`config.mk`:
```
export PLATFORM = sky130hd
export DESIGN_NAME = bcd2bin
export DESIGN_NICKNAME = d
export VERILOG_FILES = /design/src/rtl/bcd2bin.sv
export SDC_FILE = /design/constraint.sdc
export NUM_CORES = 1
export LEC_CHECK = 0
export CORE_ASPECT_RATIO = 0.6
export CORE_MARGIN = 2
export CORE_UTILIZATION = 35
export DETAILED_ROUTE_END_ITERATION = 8
export PLACE_DENSITY = 0.55
export RECOVER_POWER = 50
export SETUP_SLACK_MARGIN = 0.02
export SLEW_MARGIN = 0
export SYNTH_ARGS = -nofsm -noshare
export SYNTH_HDL_FRONTEND = slang
export SYNTH_SLANG_ARGS = --single-unit
```
`constraint.sdc`:
```
create_clock -name clk -period 5.7 [get_ports clk]
set_input_delay 1.14 -clock clk [delete_from_list [all_inputs] [get_ports clk]]
set_output_delay 1.14 -clock clk [all_outputs]
set_load 0.01 [all_outputs]
```
`src/rtl/bcd2bin.sv`:
```
// Five-digit BCD to 16-bit binary converter using reverse double-dabble.
// Performs one shift-and-correct step per clock and reports overflow or bad digits on err.
module bcd2bin (
  input  logic        clk,
  input  logic        reset,
  input  logic        start,
  input  logic [3:0]  BCD0,
  input  logic [3:0]  BCD1,
  input  logic [3:0]  BCD2,
  input  logic [3:0]  BCD3,
  input  logic [3:0]  BCD4,
  output logic [15:0] x,
  output logic        busy,
  output logic        done,
  output logic        err
);

  typedef enum logic [1:0] {StIdle, StConv, StDone} state_e;

  state_e      state_q, state_d;
  logic [35:0] sr_q, sr_d, sr_sh, sr_fix;
  logic [4:0]  cnt_q, cnt_d;
  logic [15:0] x_q, x_d;
  logic        err_q, err_d;
  logic        done_q, done_d;
  logic        busy_q, busy_d;
  logic        digits_ok;

  assign digits_ok = (BCD0 <= 4'd9) && (BCD1 <= 4'd9) && (BCD2 <= 4'd9) &&
                     (BCD3 <= 4'd9) && (BCD4 <= 4'd9);

  // Shift right, then pull 3 from every BCD nibble that now reads 8 or more.
  always_comb begin
    sr_sh  = {1'b0, sr_q[35:1]};
    sr_fix = sr_sh;
    for (int i = 0; i < 5; i++) begin
      if (sr_sh[19 + 4*i]) begin
        sr_fix[16 + 4*i +: 4] = sr_sh[16 + 4*i +: 4] - 4'd3;
      end
    end
  end

  always_comb begin
    state_d = state_q;
    sr_d    = sr_q;
    cnt_d   = cnt_q;
    x_d     = x_q;
    err_d   = err_q;
    done_d  = 1'b0;
    busy_d  = busy_q;
    unique case (state_q)
      StIdle: begin
        if (start) begin
          if (digits_ok) begin
            sr_d    = {BCD4, BCD3, BCD2, BCD1, BCD0, 16'b0};
            cnt_d   = 5'd0;
            busy_d  = 1'b1;
            state_d = StConv;
          end else begin
            x_d     = 16'd0;
            err_d   = 1'b1;
            done_d  = 1'b1;
            busy_d  = 1'b0;
            state_d = StDone;
          end
        end
      end
      StConv: begin
        sr_d  = sr_fix;
        cnt_d = cnt_q + 5'd1;
        if (cnt_q == 5'd15) begin
          x_d     = sr_fix[15:0];
          err_d   = |sr_fix[35:16];
          done_d  = 1'b1;
          busy_d  = 1'b0;
          state_d = StDone;
        end
      end
      StDone: begin
        state_d = StIdle;
      end
      default: begin
        state_d = StIdle;
      end
    endcase
  end

  always_ff @(posedge clk or posedge reset) begin
    if (reset) begin
      state_q <= StIdle;
      sr_q    <= 36'd0;
      cnt_q   <= 5'd0;
      x_q     <= 16'd0;
      err_q   <= 1'b0;
      done_q  <= 1'b0;
      busy_q  <= 1'b0;
    end else begin
      state_q <= state_d;
      sr_q    <= sr_d;
      cnt_q   <= cnt_d;
      x_q     <= x_d;
      err_q   <= err_d;
      done_q  <= done_d;
      busy_q  <= busy_d;
    end
  end

  assign x    = x_q;
  assign err  = err_q;
  assign done = done_q;
  assign busy = busy_q;

endmodule

```
======== After elaboration in Yosys (flattened, before gate mapping) ========
Index checks and enable logic that the tools add are counted.
word-level totals
  bits in registers ....................... 62
  bits of input ports ..................... 23
  output and inout port bits .............. 19
  logic and storage cells ................. 64
operators by class
  add/sub/neg operators ................... 5
  order comparisons ....................... 5
  equality and inequality tests ........... 6
  multiplexer cells ....................... 30
  reduce and logical (&&, ||, !) cells .... 11
operator list
  cell                                                  count
  two-way mux 36 bit                                    2
  case mux 36 bit (2 select lines)                      1
  two-way mux 16 bit                                    3
  case mux 16 bit (2 select lines)                      1
  <= comparator 4 bit (second input constant)           5
  OR reduction 19 bit                                   1
  two-way mux 4 bit                                     4
  subtractor 4 x 2 -> 4 bit (second input constant)     4
  two-way mux 5 bit                                     2
  case mux 5 bit (2 select lines)                       1
  two-way mux 1 bit                                     9
  inequality test 2 bit (second input constant)         4
  two-way mux 2 bit                                     3
  case mux 1 bit (2 select lines)                       3
  AND reduction 3 bit                                   2
  adder 5 x 1 -> 5 bit (second input constant)          1
  equality test 5 x 4 -> 1 bit (second input constant)  1
  logical AND 1 bit                                     4
  case mux 2 bit (2 select lines)                       1
  AND reduction 4 bit                                   1
  equality test 2 x 1 -> 1 bit (second input constant)  1
  zero test 2 bit                                       1
  AND reduction 2 bit                                   1
  nonzero test 2 bit                                    1

======== Logic depth before layout (Yosys ltp) ========
  word-level depth ........................ 8
  mapped depth ............................ 9
  gate-level depth less buffers ........... 8

======== Least setup slack after synthesis ========
No wires, ideal clock.
  path kind ............................... in2reg
  start point ............................. input port BCD4[2]
  end point ............................... register sr_q[17]
  library setup time ...................... 127 ps
  arrival ................................. 2319 ps
  required time ........................... 5573 ps
  setup slack ............................. 3255 ps
  stages .................................. 6
  path buffers ............................ 1
  cells stage by stage .................... o21ai_2 -> nand4_4 -> or3_4 -> buf_6 -> a221oi_2 -> a21oi_1
between the ends
  cells in the longest elaborated chain, start to end .. 4
ends and longest elaborated chain
  what                                    line  text
  from (decl)                             11    input logic [3:0] BCD4,
  <= comparator 4 bit                     30    (BCD3 <= 4'd9) && (BCD4 <= 4'd9);
  logical AND 1 bit                       30
  inequality test 2 bit (no source line)  --
  AND reduction 3 bit (no source line)    --
  to (signal assigned)                    99    sr_q <= sr_d;
  to (decl)                               21    logic [35:0] sr_q, sr_d, sr_sh, sr_fix;
Every way passes these cells.
A chain may end at the register's enable or synchronous reset.

======== Final worst setup path ========
  start point ............................. input port BCD2[1]
  end point ............................... register sr_q[19]
between the ends
  cells in the longest elaborated chain, start to end .. 6
ends and longest elaborated chain
  what                                    line  text
  from (decl)                             9     input logic [3:0] BCD2,
  <= comparator 4 bit                     29    assign digits_ok = (BCD0 <= 4'd9) && (BCD1 <= 4'd9) && (BCD2 <= 4'd9) &&
  logical AND 1 bit (2 in a row)          29
  logical AND 1 bit                       30
  inequality test 2 bit (no source line)  --
  AND reduction 3 bit (no source line)    --
Every way passes these cells.

==> impl_metrics.prom <==
# TYPE chip_impl_metric gauge
chip_impl_metric{name="final_hold_viol_count",unit=""} 0
chip_impl_metric{name="area_delta_synth_final",unit="%"} 27.7
chip_impl_metric{name="synth_top_cell_area_share",unit="%"} 52.7
chip_impl_metric{name="critPathArrivalTime",unit="ns"} 3.24
chip_impl_metric{name="leakage_power",unit="nW"} 1.68
chip_impl_info{name="status",value="finished, final reports clean"} 1
chip_impl_metric{name="final_period_minus_worst_setup_slack",unit="ns"} 3.05
chip_impl_metric{name="dieHeight",unit="um"} 74.5
chip_impl_metric{name="postCtsHoldBufs",unit=""} 0
chip_impl_metric{name="die-width",unit="um"} 121
chip_impl_metric{name="ctsLongestPathBuffers",unit=""} 2
chip_impl_metric{name="post_drt_via_cell_ratio",unit=""} 4.89
chip_impl_metric{name="clock.fmax",unit="MHz"} 328
chip_impl_metric{name="maximum_number_of_pins_on_one_net_before_global_route_repair",unit=""} 62
chip_impl_metric{name="worstSkewPairLatency",unit="ns"} 0.33
chip_impl_info{name="yosys_most_used_dff",value="sky130_fd_sc_hd__dfrtp_1"} 1
chip_impl_info{name="hold_path.startpoint",value="x[0]$_DFFE_PP0P_"} 1
chip_impl_metric{name="syn-instance-count",unit=""} 307
chip_impl_metric{name="gp_congestion",unit=""} 0.765
chip_impl_metric{name="grt.overflow.total",unit=""} 0
chip_impl_metric{name="fraction_of_registers_with_async_set_or_reset_after_synthesis",unit="%"} 100
chip_impl_metric{name="clock_h_tree_levels",unit=""} 3
chip_impl_metric{name="antenna_found_initial",unit=""} 0
chip_impl_metric{name="wirelength",unit="mm"} 6.74
chip_impl_metric{name="maxSlewHeadroom",unit="%"} 47.4
chip_impl_info{name="startpoint_type",value="input port"} 1
chip_impl_metric{name="p_per_area",unit="mW/mm2"} 475
chip_impl_metric{name="max_slew.worst_pin.slew",unit="ns"} 0.789
chip_impl_metric{name="detail_route.drc_violations",unit=""} 0
chip_impl_metric{name="final.setup.tns",unit="ns"} 0
chip_impl_metric{name="ys_types",unit=""} 43
chip_impl_metric{name="setup_viol",unit=""} 0
chip_impl_metric{name="port_buffers",unit=""} 41
chip_impl_metric{name="wl_per_cell",unit="um"} 14.7
chip_impl_info{name="r2r_end",value="err$_DFFE_PP0P_"} 1
chip_impl_info{name="yosys.cell_count.top_type",value="sky130_fd_sc_hd__nand2_1"} 1
chip_impl_metric{name="reg2reg_setup_slack",unit="ns"} 3.62
chip_impl_info{name="critical_path.reg2reg.startpoint",value="cnt_q[0]$_DFFE_PP0P_"} 1
chip_impl_metric{name="synth_edf_count",unit=""} 0
chip_impl_metric{name="diodes",unit=""} 0
chip_impl_metric{name="grt_pass1_wl",unit="mm"} 11.4
chip_impl_metric{name="dpl.hpwl",unit="mm"} 4.49
chip_impl_metric{name="synthesis.nets",unit=""} 336
chip_impl_metric{name="timing_max_transition_violations_final",unit=""} 0
chip_impl_info{name="synth_area_leader",value="sky130_fd_sc_hd__dfrtp_1"} 1
chip_impl_metric{name="die_area",unit="mm2"} 0.00904
chip_impl_metric{name="detail_route.first_pass.iterations",unit=""} 4
chip_impl_metric{name="yosys_warnings",unit=""} 0
chip_impl_metric{name="synth.yosys.seq_area_share",unit="%"} 52.7
chip_impl_metric{name="start_util",unit="%"} 36.4
chip_impl_metric{name="syn-mean-instance-area",unit="um2"} 9.43
chip_impl_metric{name="num-nets-final",unit=""} 375
chip_impl_metric{name="cts_buffers",unit=""} 9
chip_impl_metric{name="synth_seq_cells",unit=""} 61
chip_impl_metric{name="min_path_cells",unit=""} 2
chip_impl_info{name="cts_tree",value="done"} 1
chip_impl_info{name="min_path_type",value="register to register"} 1
chip_impl_metric{name="via_count_of_the_first_global_routing_pass",unit=""} 2102
chip_impl_info{name="timing.setup.critical_path_class",value="input port to register"} 1
chip_impl_metric{name="share_of_layout_cells_above_drive_strength_1",unit="%"} 8.55
chip_impl_info{name="ys_top_cells_by_area",value="sky130_fd_sc_hd__dfrtp_1, sky130_fd_sc_hd__nand2_1, sky130_fd_sc_hd__mux2i_1, sky130_fd_sc_hd__ha_1, sky130_fd_sc_hd__o21ai_0"} 1
chip_impl_metric{name="clock_sinks",unit=""} 61
chip_impl_info{name="timing.critical_path.to_type",value="register"} 1
chip_impl_metric{name="clk_pin_slew",unit="ns"} 0.05
chip_impl_metric{name="worstPathRequired",unit="ns"} 5.89
chip_impl_metric{name="timing.hold.ws",unit="ns"} 0.471
chip_impl_metric{name="postCtsResizedCells",unit=""} 0
chip_impl_metric{name="io_pins",unit=""} 42
chip_impl_metric{name="drt.antenna.violating_nets",unit=""} 0
chip_impl_metric{name="post-route-period-util",unit="%"} 53.5
chip_impl_info{name="synthTopCellsByCount",value="sky130_fd_sc_hd__nand2_1, sky130_fd_sc_hd__dfrtp_1, sky130_fd_sc_hd__nor2_1, sky130_fd_sc_hd__o21ai_0, sky130_fd_sc_hd__o21ai_1"} 1
chip_impl_metric{name="postCtsSetupRepairBufs",unit=""} 0
chip_impl_metric{name="crit_fanout",unit=""} 16
chip_impl_metric{name="fin_skew",unit="ns"} 0.00598
chip_impl_metric{name="design.core.area",unit="mm2"} 0.00795
chip_impl_metric{name="dr.first_iter.drc_count",unit=""} 152
chip_impl_metric{name="routed-via-count",unit=""} 2245
chip_impl_metric{name="core.rowCount",unit=""} 25
chip_impl_info{name="unrepaired_setup_endpoints_after_global_routing",value="no"} 1
chip_impl_metric{name="max_cap_viol_count",unit=""} 0
chip_impl_info{name="hold_end",value="x[0]$_DFFE_PP0P_"} 1
chip_impl_info{name="cts-root-buf",value="sky130_fd_sc_hd__clkbuf_16"} 1
chip_impl_metric{name="peakVddDrop",unit="uV"} 182
chip_impl_metric{name="synth_area",unit="mm2"} 0.00290
chip_impl_metric{name="r2r_cells",unit=""} 9
chip_impl_metric{name="grt_use_total",unit="%"} 16.8
[flip-flops by register name, summed over array words and instances (netlist names)]
name	flops
busy	1
done	1
sr_q	35
cnt_q	5
x	16
err	1
state_q	2
[per-layer routing]
| layer | share of wire [%] | track usage [%] | vias to the layer above | routed length [um] |
|---|---|---|---|---|
| met1 | 54 | 26.5 | 1054 | 3640 |
| met3 | 6.0 | 4.68 | 9 | 404 |
| li1 | - | - | 1128 | - |
| met2 | 39 | 21.5 | 54 | 2600 |
| met4 | 1.5 | 6.13 | 0 | 98 |
| met5 | 0 | 0 | - | 0 |
[power by group]
| group | internal, mW | switching, mW | total, mW |
|---|---|---|---|
| Combinational | 0.215 | 0.233 | 0.448 |
| Clock | 0.382 | 0.198 | 0.581 |
| Sequential | 0.580 | 0.149 | 0.728 |
| Total | 1.18 | 0.580 | 1.76 |
[cells in the final DEF, fill, tap and decap left out, drive strengths merged, types with 5 or more instances in the layout]
cell / synthesis / layout
inv: 6 / 5
o21ai: 28 / 28
ha: 6 / 6
clkinv: 0 / 5
a21oi: 11 / 11
a31oi: 7 / 7
dfrtp: 61 / 61
dlygate4sd3: 0 / 9
clkdlybuf4s50: 0 / 32
nor3: 9 / 9
mux2i: 9 / 9
nand2b: 6 / 6
clkbuf: 10 / 10
nor2: 12 / 12
nand2: 90 / 90
nand3: 9 / 9
xnor2: 6 / 6
[cell type report]
class	count	area, um2
Clock buffer	10	229
Clock inverter	6	87.6
Fill cell	778	4250
Inverter	6	22.5
Multi-Input combinational cell	223	1260
Sequential cell	61	1530
Tap cell	108	135
Timing Repair Buffer	45	440
[worst max-delay path: stages]
cell and delay [ns]:
sky130_fd_sc_hd__clkdlybuf4s50_1 0.45, sky130_fd_sc_hd__o21ai_2 0.17, sky130_fd_sc_hd__nand4_1 0.38, sky130_fd_sc_hd__nor3_4 0.76
sky130_fd_sc_hd__mux2i_1 0.25, sky130_fd_sc_hd__mux2i_1 0.09
[how the worst max path moves through the flow]
stage                       start  slack (ns)              endpoint  depth (start not counted)
final                     BCD2[1]        2.65  sr_q[19]$_DFFE_PP0P_                          6
after global routing      BCD3[2]        2.49  sr_q[19]$_DFFE_PP0P_                          6
after CTS                 BCD3[2]        2.87  sr_q[19]$_DFFE_PP0P_                          6
after detailed placement  BCD4[2]        2.53  sr_q[19]$_DFFE_PP0P_                          6
after global placement    BCD2[1]        2.56  sr_q[19]$_DFFE_PP0P_                          6
after floorplan             reset        3.05      busy$_DFFE_PP0P_                          1
[kinds of logic after synthesis]
kind of cell | count (synthesis) | synth area share [%]
simple gates | 137 | 21.6
compound gates | 63 | 14.1
flops | 61 | 52.7
buf+inv | 23 | 3.46
mux | 9 | 3.11
xor+xnor | 8 | 2.42
fa+ha+maj | 6 | 2.59
[stage by stage]
step / setup slack, ns / util, % / instances / cell area, um2 / total power [mW]
finish: 2.65 / 46.5 / 459 / 3700 / 1.76
floorplan: 3.05 / - / 307 / 2900 / 1.04
detailed placement: 2.53 / 42.7 / 443 / 3400 / 1.19
global route: 2.49 / 46.5 / 459 / 3700 / 1.88
global placement: 2.56 / 42.7 / 443 / 3400 / 1.17
CTS: 2.87 / 46.7 / 459 / 3710 / 1.77
No activity file was read; power rests on OpenSTA's default activity.
